File: config.mk
export PLATFORM = sky130hd
export DESIGN_NAME = cdb_arbiter
export DESIGN_NICKNAME = d
export VERILOG_FILES = /design/src/rtl/cdb_arbiter_pkg.sv /design/src/rtl/rr_arbiter.sv /design/src/rtl/cdb_arbiter.sv
export SDC_FILE = /design/constraint.sdc
export NUM_CORES = 1
export LEC_CHECK = 0
export CAP_MARGIN = 40
export CORE_MARGIN = 10
export CORE_UTILIZATION = 34
export DETAILED_ROUTE_END_ITERATION = 16
export GPL_TIMING_DRIVEN = 0
export PLACE_DENSITY = 0.78
export SYNTH_ARGS = -nofsm -noshare
export SYNTH_HDL_FRONTEND = slang
export SYNTH_HIERARCHICAL = 1
export SYNTH_SLANG_ARGS = --single-unit
File: constraint.sdc
create_clock -name clk_i -period 4.6 [get_ports clk_i]
set_input_delay 1.15 -clock clk_i [delete_from_list [all_inputs] [get_ports clk_i]]
set_output_delay 1.15 -clock clk_i [all_outputs]
set_load 0.05 [all_outputs]
File: src/rtl/cdb_arbiter_pkg.sv
// Shared widths and the CDB payload type for the CDB arbiter and its neighbours.
// The payload struct is also used by the reservation-station CDB ports.
package cdb_arbiter_pkg;

   localparam int XLEN           = 32;
   localparam int ROB_IDX_LEN    = 6;
   localparam int ROB_EXCEPT_LEN = 5;

   typedef struct packed {
      logic [ROB_IDX_LEN-1:0]    rob_idx;
      logic [XLEN-1:0]           data;
      logic                      except_raised;
      logic [ROB_EXCEPT_LEN-1:0] except_code;
   } cdb_data_t;

endpackage

File: src/rtl/rr_arbiter.sv
// Round-robin arbiter: searches requests from rr_q upward with wrap-around and
// moves the pointer past the winner only when the grant is actually consumed.
module rr_arbiter #(
   parameter int N = 4
) (
   input  logic         clk_i,
   input  logic         rst_n_i,
   input  logic [N-1:0] req_i,
   input  logic         adv_i,
   output logic [N-1:0] gnt_o
);

   localparam int PW = (N > 1) ? $clog2(N) : 1;

   logic [PW-1:0] rr_q;
   logic [PW-1:0] gnt_idx;
   logic [PW-1:0] cand;
   logic          found;

   always_comb begin
      gnt_o   = '0;
      gnt_idx = '0;
      found   = 1'b0;
      cand    = '0;
      for (int k = 0; k < N; k++) begin
         cand = PW'((int'(rr_q) + k) % N);
         if (!found && req_i[cand]) begin
            found       = 1'b1;
            gnt_o[cand] = 1'b1;
            gnt_idx     = cand;
         end
      end
   end

   always_ff @(posedge clk_i or negedge rst_n_i) begin
      if (!rst_n_i) begin
         rr_q <= '0;
      end else if (adv_i && found) begin
         rr_q <= (gnt_idx == PW'(N - 1)) ? '0 : gnt_idx + PW'(1);
      end
   end

endmodule

File: src/rtl/cdb_arbiter.sv
// CDB arbiter: round-robin grant among EU results into a one-entry CDB slot.
// Define LEN5_CDB_BYPASS_EN to drop the slot and drive the CDB combinationally.
module cdb_arbiter
   import cdb_arbiter_pkg::*;
#(
   parameter int N_EU = 4
) (
   input  logic                           clk_i,
   input  logic                           rst_n_i,
   input  logic                           flush_i,
   input  logic [N_EU-1:0]                eu_valid_i,
   output logic [N_EU-1:0]                eu_ready_o,
   input  logic [N_EU*ROB_IDX_LEN-1:0]    eu_idx_i,
   input  logic [N_EU*XLEN-1:0]           eu_data_i,
   input  logic [N_EU-1:0]                eu_except_raised_i,
   input  logic [N_EU*ROB_EXCEPT_LEN-1:0] eu_except_i,
   input  logic                           rob_ready_i,
   output logic                           cdb_valid_o,
   output logic [ROB_IDX_LEN-1:0]         cdb_idx_o,
   output logic [XLEN-1:0]                cdb_data_o,
   output logic                           cdb_except_raised_o,
   output logic [ROB_EXCEPT_LEN-1:0]      cdb_except_o
);

   logic [N_EU-1:0] gnt;
   logic            hs;
   cdb_data_t       gnt_item;

   rr_arbiter #(.N(N_EU)) u_rr (
      .clk_i   (clk_i),
      .rst_n_i (rst_n_i),
      .req_i   (eu_valid_i),
      .adv_i   (hs),
      .gnt_o   (gnt)
   );

   always_comb begin
      gnt_item = '0;
      for (int i = 0; i < N_EU; i++) begin
         if (gnt[i]) begin
            gnt_item.rob_idx       = eu_idx_i[i*ROB_IDX_LEN +: ROB_IDX_LEN];
            gnt_item.data          = eu_data_i[i*XLEN +: XLEN];
            gnt_item.except_raised = eu_except_raised_i[i];
            gnt_item.except_code   = eu_except_i[i*ROB_EXCEPT_LEN +: ROB_EXCEPT_LEN];
         end
      end
   end

   assign hs = |(eu_valid_i & eu_ready_o);

`ifdef LEN5_CDB_BYPASS_EN
   assign eu_ready_o          = gnt & {N_EU{rob_ready_i && !flush_i}};
   assign cdb_valid_o         = |eu_valid_i && !flush_i;
   assign cdb_idx_o           = gnt_item.rob_idx;
   assign cdb_data_o          = gnt_item.data;
   assign cdb_except_raised_o = gnt_item.except_raised;
   assign cdb_except_o        = gnt_item.except_code;
`else
   logic      load_en;
   logic      vld_p1;
   cdb_data_t slot_p1;

   assign load_en    = !vld_p1 || rob_ready_i;
   assign eu_ready_o = gnt & {N_EU{load_en && !flush_i}};

   // p0 -> p1: slot register; payload only moves on an accepted handshake
   always_ff @(posedge clk_i or negedge rst_n_i) begin
      if (!rst_n_i) begin
         vld_p1  <= 1'b0;
         slot_p1 <= '0;
      end else begin
         if (flush_i)          vld_p1 <= 1'b0;
         else if (hs)          vld_p1 <= 1'b1;
         else if (rob_ready_i) vld_p1 <= 1'b0;
         if (hs) slot_p1 <= gnt_item;
      end
   end

   assign cdb_valid_o         = vld_p1;
   assign cdb_idx_o           = slot_p1.rob_idx;
   assign cdb_data_o          = slot_p1.data;
   assign cdb_except_raised_o = slot_p1.except_raised;
   assign cdb_except_o        = slot_p1.except_code;
`endif

endmodule

==> results of run 1 <==
-- worst max path at each step --
stage,depth (start not counted),slack (ns),end
after CTS,8,0.02,eu_ready_o[1]
after global placement,9,-1.43,eu_ready_o[1]
after floorplan,7,0.08,eu_ready_o[1]
after detailed placement,9,-1.46,eu_ready_o[1]
after global routing,12,0.02,eu_ready_o[1]
final,8,0.19,eu_ready_o[1]
-- through the flow --
stage | cells | hold slack [ns]
floorplan | 330 | 0.655
global placement | 670 | 0.459
detailed placement | 671 | 0.465
CTS | 682 | 0.484
global route | 682 | 0.512
finish | 682 | 0.482
-- worst max-delay path, delay by kind of cell --
family / cells / cell delay, ns
buf+inv: 3 / 0.64
mux: 1 / 0.51
compound gates: 1 / 0.22
simple gates: 3 / 0.75
-- flip-flops by register name, summed over array words and instances, names as in the netlist --
name and flops:
cdb_idx_o 6, cdb_except_o 5, cdb_data_o 32, cdb_valid_o 1, cdb_except_raised_o 1, u_rr/rr_q 2
-- where the power goes --
group          switching, mW  total, mW  internal (mW)  leakage (nW)
Combinational           2.21       3.54           1.34          1.60
Sequential             0.109      0.714          0.604         0.598
Clock                  0.143      0.249          0.107        0.0412
-- Yosys cell counts (2+ instances only) --
cell type | n | area [um^2]
a21oi_1 | 4 | 20.0
a221o_1 | 4 | 40.0
a221oi_1 | 43 | 377
a22oi_1 | 4 | 30.0
and3_1 | 4 | 25.0
buf_2 | 16 | 80.1
clkbuf_1 | 16 | 60.1
dfrtp_1 | 47 | 1180
ha_1 | 5 | 62.6
inv_1 | 5 | 18.8
mux2i_1 | 2 | 20.0
mux4_2 | 4 | 90.1
nand2_1 | 51 | 191
nand2b_1 | 2 | 12.5
nor2_1 | 7 | 26.3
nor2b_1 | 3 | 18.8
nor2b_4 | 2 | 27.5
nor3_1 | 2 | 10.0
nor3b_1 | 2 | 15.0
o21ai_0 | 2 | 10.0
o22ai_1 | 43 | 269
o31ai_1 | 43 | 323
-- area by class of cell --
cell class	instances	area (um^2)	share of cell area
inverters	6	22.5	0.00399
clock buffers	6	72.6	0.0128
well taps	108	135	0.0239
clock inverters	2	12.5	0.00222
multi-input cells	243	1710	0.303
flip-flops and latches	47	1180	0.208
repair buffers	237	2350	0.417
plain buffers	33	165	0.0292
-- kinds of logic (layout without fill, tap and decap cells) --
kind of cell	count (synthesis)	count (layout)	synth area share
AOI/OAI and AO/OA	154	154	0.382
adders and majority gates	5	5	0.0204
and+or+nand+nor	77	77	0.116
muxes	6	6	0.0359
buffers and inverters	40	284	0.0591
DFF	47	47	0.383
xor gates and xnor gates	1	1	0.00286
-- layer usage --
layer | GRT usage | up-vias | wire length [um]
li1 | - | 1819 | -
met1 | 0.258 | 1904 | 6100
met2 | 0.371 | 186 | 7530
met3 | 0.0479 | 21 | 1190
met4 | 0.0660 | 0 | 311
met5 | 0 | - | 0
-- timing repair --
action,4_1_cts,5_1_grt
endpoints found under the setup margin,4,5
gates resized for setup,29,1
setup buffers,4,0
gates cloned,0,0
pin swaps,2,1
==> metrics.cfg, run 1 <==
[status]
status = finished clean

[timing]
fin_worst_skew_ns = 0.00656
fmax_mhz = 227
fin_setup_tns_ns = 0
hold_viol = 0
rsz0062_at_grt = false
min_period_ns = 4.41
worst-slew-pin-transition_ns = 0.558
period_share = 0.960
final-max-slew-violation-count = 0
setup_ws_ns = 0.186
slew_headroom = 0.627
setup_viol = 0

[global_routing]
grt_first_pass_wirelength_um = 23100
grt_usage = 0.215
antenna_found_initial = 0
grt_max_degree = 31
grt_pass1_vias = 4120
grt-ovfl-total = 0

[clocking]
clk_latency_ns = 0.30
clkTransAtPathRegs_ns = 0.09
cts_root_buf = clkbuf_8
clock-sinks = 47
htree_levels = 2
cts_buffer_depth = 2
cts_hold_buffers = 0
cts_tree = done
numCtsBuffers = 5

[placed_design]
port_buffers = 232
dpl_cell_area_um2 = 5540
dp_slack_ns = -1.46
dpl.hpwl_um = 12000
place.gp.congestion = 0.857

[critical_path]
timing.rr.end = u_rr/rr_q[1]
slowest_delay_ns = 0.51
r2r-start = u_rr/rr_q[0]
cp-startpoint = eu_valid_i[0]
required_ns = 3.45
critPathKind = input pin to output port
end_kind = output port
crit_chain = dlygate4sd2_1 > mux4_2 > or3_4 > nor2b_4 > a221o_1 > buf_8 > and3_1 > buf_4
crit_arrival_ns = 3.26
reg2reg_slack_ns = 0.34
r2r_cells = 18
critPathLaunchType = input pin
cp_max_fo = 9
slowest_stage = mux4_2

[yosys]
syn_area_um2 = 3070
syn_inst = 330
synth-seq-area-share = 0.383
syn-num-nets = 519
synth-async-reset-ratio = 1.00
ys.flop_type = dfrtp_1
ys_ff_latch = 47
ys_types = 41
synth_edf_count = 0
yosys_warnings = 6
avgSynthCellArea_um2 = 9.30

[finish]
final_cell_mix = clkdlybuf4s50_1, nand2_1, dfrtp_1
syn_to_final_growth_pct = 84.1
final_layout_size_suffix_gt1_frac = 0.0801
layout_commonest_cell = clkdlybuf4s50_1
fin_util = 0.644
fill_cells = 741
nets = 762
design_area_um2 = 5650
diodes = 0

[floorplanning]
rows = 34
die_height_um = 115
die_w_um = 115
core_um2 = 8760
design.die.area_um2 = 13200
initial_utilization = 0.350
io_pins = 233

[hold_path]
hold_start = cdb_data_o[31]
min_path_cells = 2
holdPathEnd = cdb_data_o[31]
worst_hold_path_type = flop to flop

[pwr]
leakagePower_nw = 2.24
power.total_mw = 4.51
p_per_area_nw_per_um2 = 798
vdd_ir_drop_max_v = 0.000422

[route]
wirelength_um = 15100
drc = 0
drt_first_pass_iters = 5
vias = 3930
drt_iter0_drc = 267
viasPerCell = 5.76
routedWlPerCell_um = 22.2
drtAntennaViolNets = 0

[job]
cap_violations = 0

No activity file was read; power rests on OpenSTA's default activity.
==> inputs of run 2 (changes only) <==
--- a/config.mk
+++ b/config.mk
@@ -5,6 +5,7 @@
 export SDC_FILE = /design/constraint.sdc
 export NUM_CORES = 1
 export LEC_CHECK = 0
+export ABC_CLOCK_PERIOD_IN_PS = 4600
 export CAP_MARGIN = 40
 export CORE_MARGIN = 10
 export CORE_UTILIZATION = 34
==> results of run 2 <==
Same layout as run 1: the final DEF is identical, and so are final timing and power.
==> inputs of run 3 (changes only) <==
--- a/config.mk
+++ b/config.mk
@@ -10,8 +10,8 @@
 export CORE_MARGIN = 10
 export CORE_UTILIZATION = 34
 export DETAILED_ROUTE_END_ITERATION = 16
-export GPL_TIMING_DRIVEN = 0
 export PLACE_DENSITY = 0.78
+export SETUP_SLACK_MARGIN = 0.4
 export SYNTH_ARGS = -nofsm -noshare
 export SYNTH_HDL_FRONTEND = slang
 export SYNTH_HIERARCHICAL = 1
==> metrics.cfg, run 3 (synthesis results as in run 1) <==
[global_routing]
grt_pass1_vias = 3948
grt_first_pass_wirelength_um = 22600
antenna_found_initial = 0
grt_usage = 0.213
grt-ovfl-total = 0
grt_max_degree = 62

[route]
met2_length_um = 7970
vias = 3821
drc = 0
wirelength_um = 15200
viasPerCell = 5.71
wl_met1_um = 5610
drt_iter0_drc = 264
dr_wl_met3_um = 1280
drtAntennaViolNets = 0
drt_first_pass_iters = 6
routedWlPerCell_um = 22.7
highest_layer = met4

[pwr]
p_per_area_nw_per_um2 = 800
leakagePower_nw = 2.26
vdd_ir_drop_max_v = 0.000515

[finish]
nets = 749
fill_cells = 726
layout_commonest_cell = clkdlybuf4s50_1
syn_to_final_growth_pct = 86.9
largest_reg_flops = 32
final_cell_mix = clkdlybuf4s50_1, nand2_1, dfrtp_1
diodes = 0
final_layout_size_suffix_gt1_frac = 0.105

[critical_path]
crit_arrival_ns = 2.93
cp_max_fo = 7
critPathKind = input pin to output port
slowest_delay_ns = 0.50
critPathLaunchType = input pin
required_ns = 3.45
slowest_stage = mux4_2
crit_chain = clkbuf_2 > mux4_2 > or3_4 > nor2b_4 > a221o_1 > and3_4 > buf_12
end_kind = output port

[clocking]
cts_buffer_depth = 2
cts_tree = done
numCtsBuffers = 5
clock-sinks = 47
clk_latency_ns = 0.30
clkTransAtPathRegs_ns = 0.09
cts_root_buf = clkbuf_8
htree_levels = 2

[timing]
slew_headroom = 0.615
fin_setup_tns_ns = 0
whs_ns = 0.482
period_share = 0.887
fin_worst_skew_ns = 0.00760
final-max-slew-violation-count = 0
hold_viol = 0
setup_viol = 0
worst-slew-pin-transition_ns = 0.570
min_period_ns = 4.08
rsz0062_at_grt = false
fmax_mhz = 245

[placed_design]
place.gp.congestion = 0.820
dpl.hpwl_um = 12000
port_buffers = 232

[floorplanning]
core_um2 = 8760
die_height_um = 115
die_w_um = 115
design.die.area_um2 = 13200
io_pins = 233
rows = 34
initial_utilization = 0.350

[status]
status = finished clean

[job]
cap_violations = 0

[hold_path]
worst_hold_path_type = flop to flop

run 3: cell types whose count changed in the layout (fill, tap and decap cells not counted), moves of 3 or more:
| cell | change |
|---|---|
| buf_12 | +6 |
| and3_1 | -4 |
| buf_4 | +14 |
| dlygate4sd2_1 | -3 |
| clkbuf_1 | -16 |
| and3_4 | +4 |
| buf_2 | -16 |
| clkbuf_2 | +4 |
run 3: worst paths after layout:
path	from	end	slack, ns	depth (start not counted)
setup / recovery	eu_valid_i[1]	eu_ready_o[2]	0.52	7
hold / removal	cdb_data_o[29]	cdb_data_o[29]	0.48	2
max in group asynchronous	rst_n_i	cdb_idx_o[0]	3.34	2
setup reg to reg	u_rr/rr_q[1]	cdb_idx_o[4]	1.04	11
min in group asynchronous	rst_n_i	cdb_data_o[11]	0.75	1
hold reg to reg	cdb_data_o[29]	cdb_data_o[29]	0.48	2
run 3: power breakdown:
group	internal, mW	switching, mW	total (mW)
Combinational	1.42	2.19	3.61
Sequential	0.604	0.103	0.707
Clock	0.123	0.147	0.270
run 3: stage by stage:
step                instance area (um^2)  setup slack, ns  utilization  total power [mW]  instances
global placement                    5600            0.144        0.639              4.21        657
finish                              5730            0.520        0.654              4.59        669
floorplan                           3080            0.424            -              3.09        330
CTS                                 5740            0.402        0.655              4.60        668
global route                        5730            0.450        0.654              4.90        669
detailed placement                  5620            0.101        0.641              4.29        658
run 3: final cells by class:
cell class | count | area, um^2 | share of cell area
clock buffer | 6 | 82.6 | 0.0144
clock inverter | 2 | 16.3 | 0.00284
inverter | 6 | 22.5 | 0.00393
multi-input combinational | 243 | 1740 | 0.303
sequential | 47 | 1180 | 0.205
tap | 108 | 135 | 0.0236
timing repair buffer | 257 | 2560 | 0.447
run 3: routing by layer:
metal / GRT usage / vias to the layer above
li1: - / 1794
met1: 0.236 / 1819
met2: 0.390 / 188
met3: 0.0547 / 20
met4: 0.0627 / 0
met5: 0 / -
run 3: critical path, delay by kind of cell:
family	cells	cell delay [ns]
buffers and inverters	2	0.26
AND/OR/NAND/NOR	3	0.82
multiplexers	1	0.50
AO/OA/AOI/OAI	1	0.19
run 3: repair_timing:
item / 4_1_cts / 5_1_grt
setup endpoints to repair: 4 / 4
pin swaps: 2 / 2
resized for setup: 9 / 6
hold buffers: 0 / 0
buffers inserted: 2 / 1
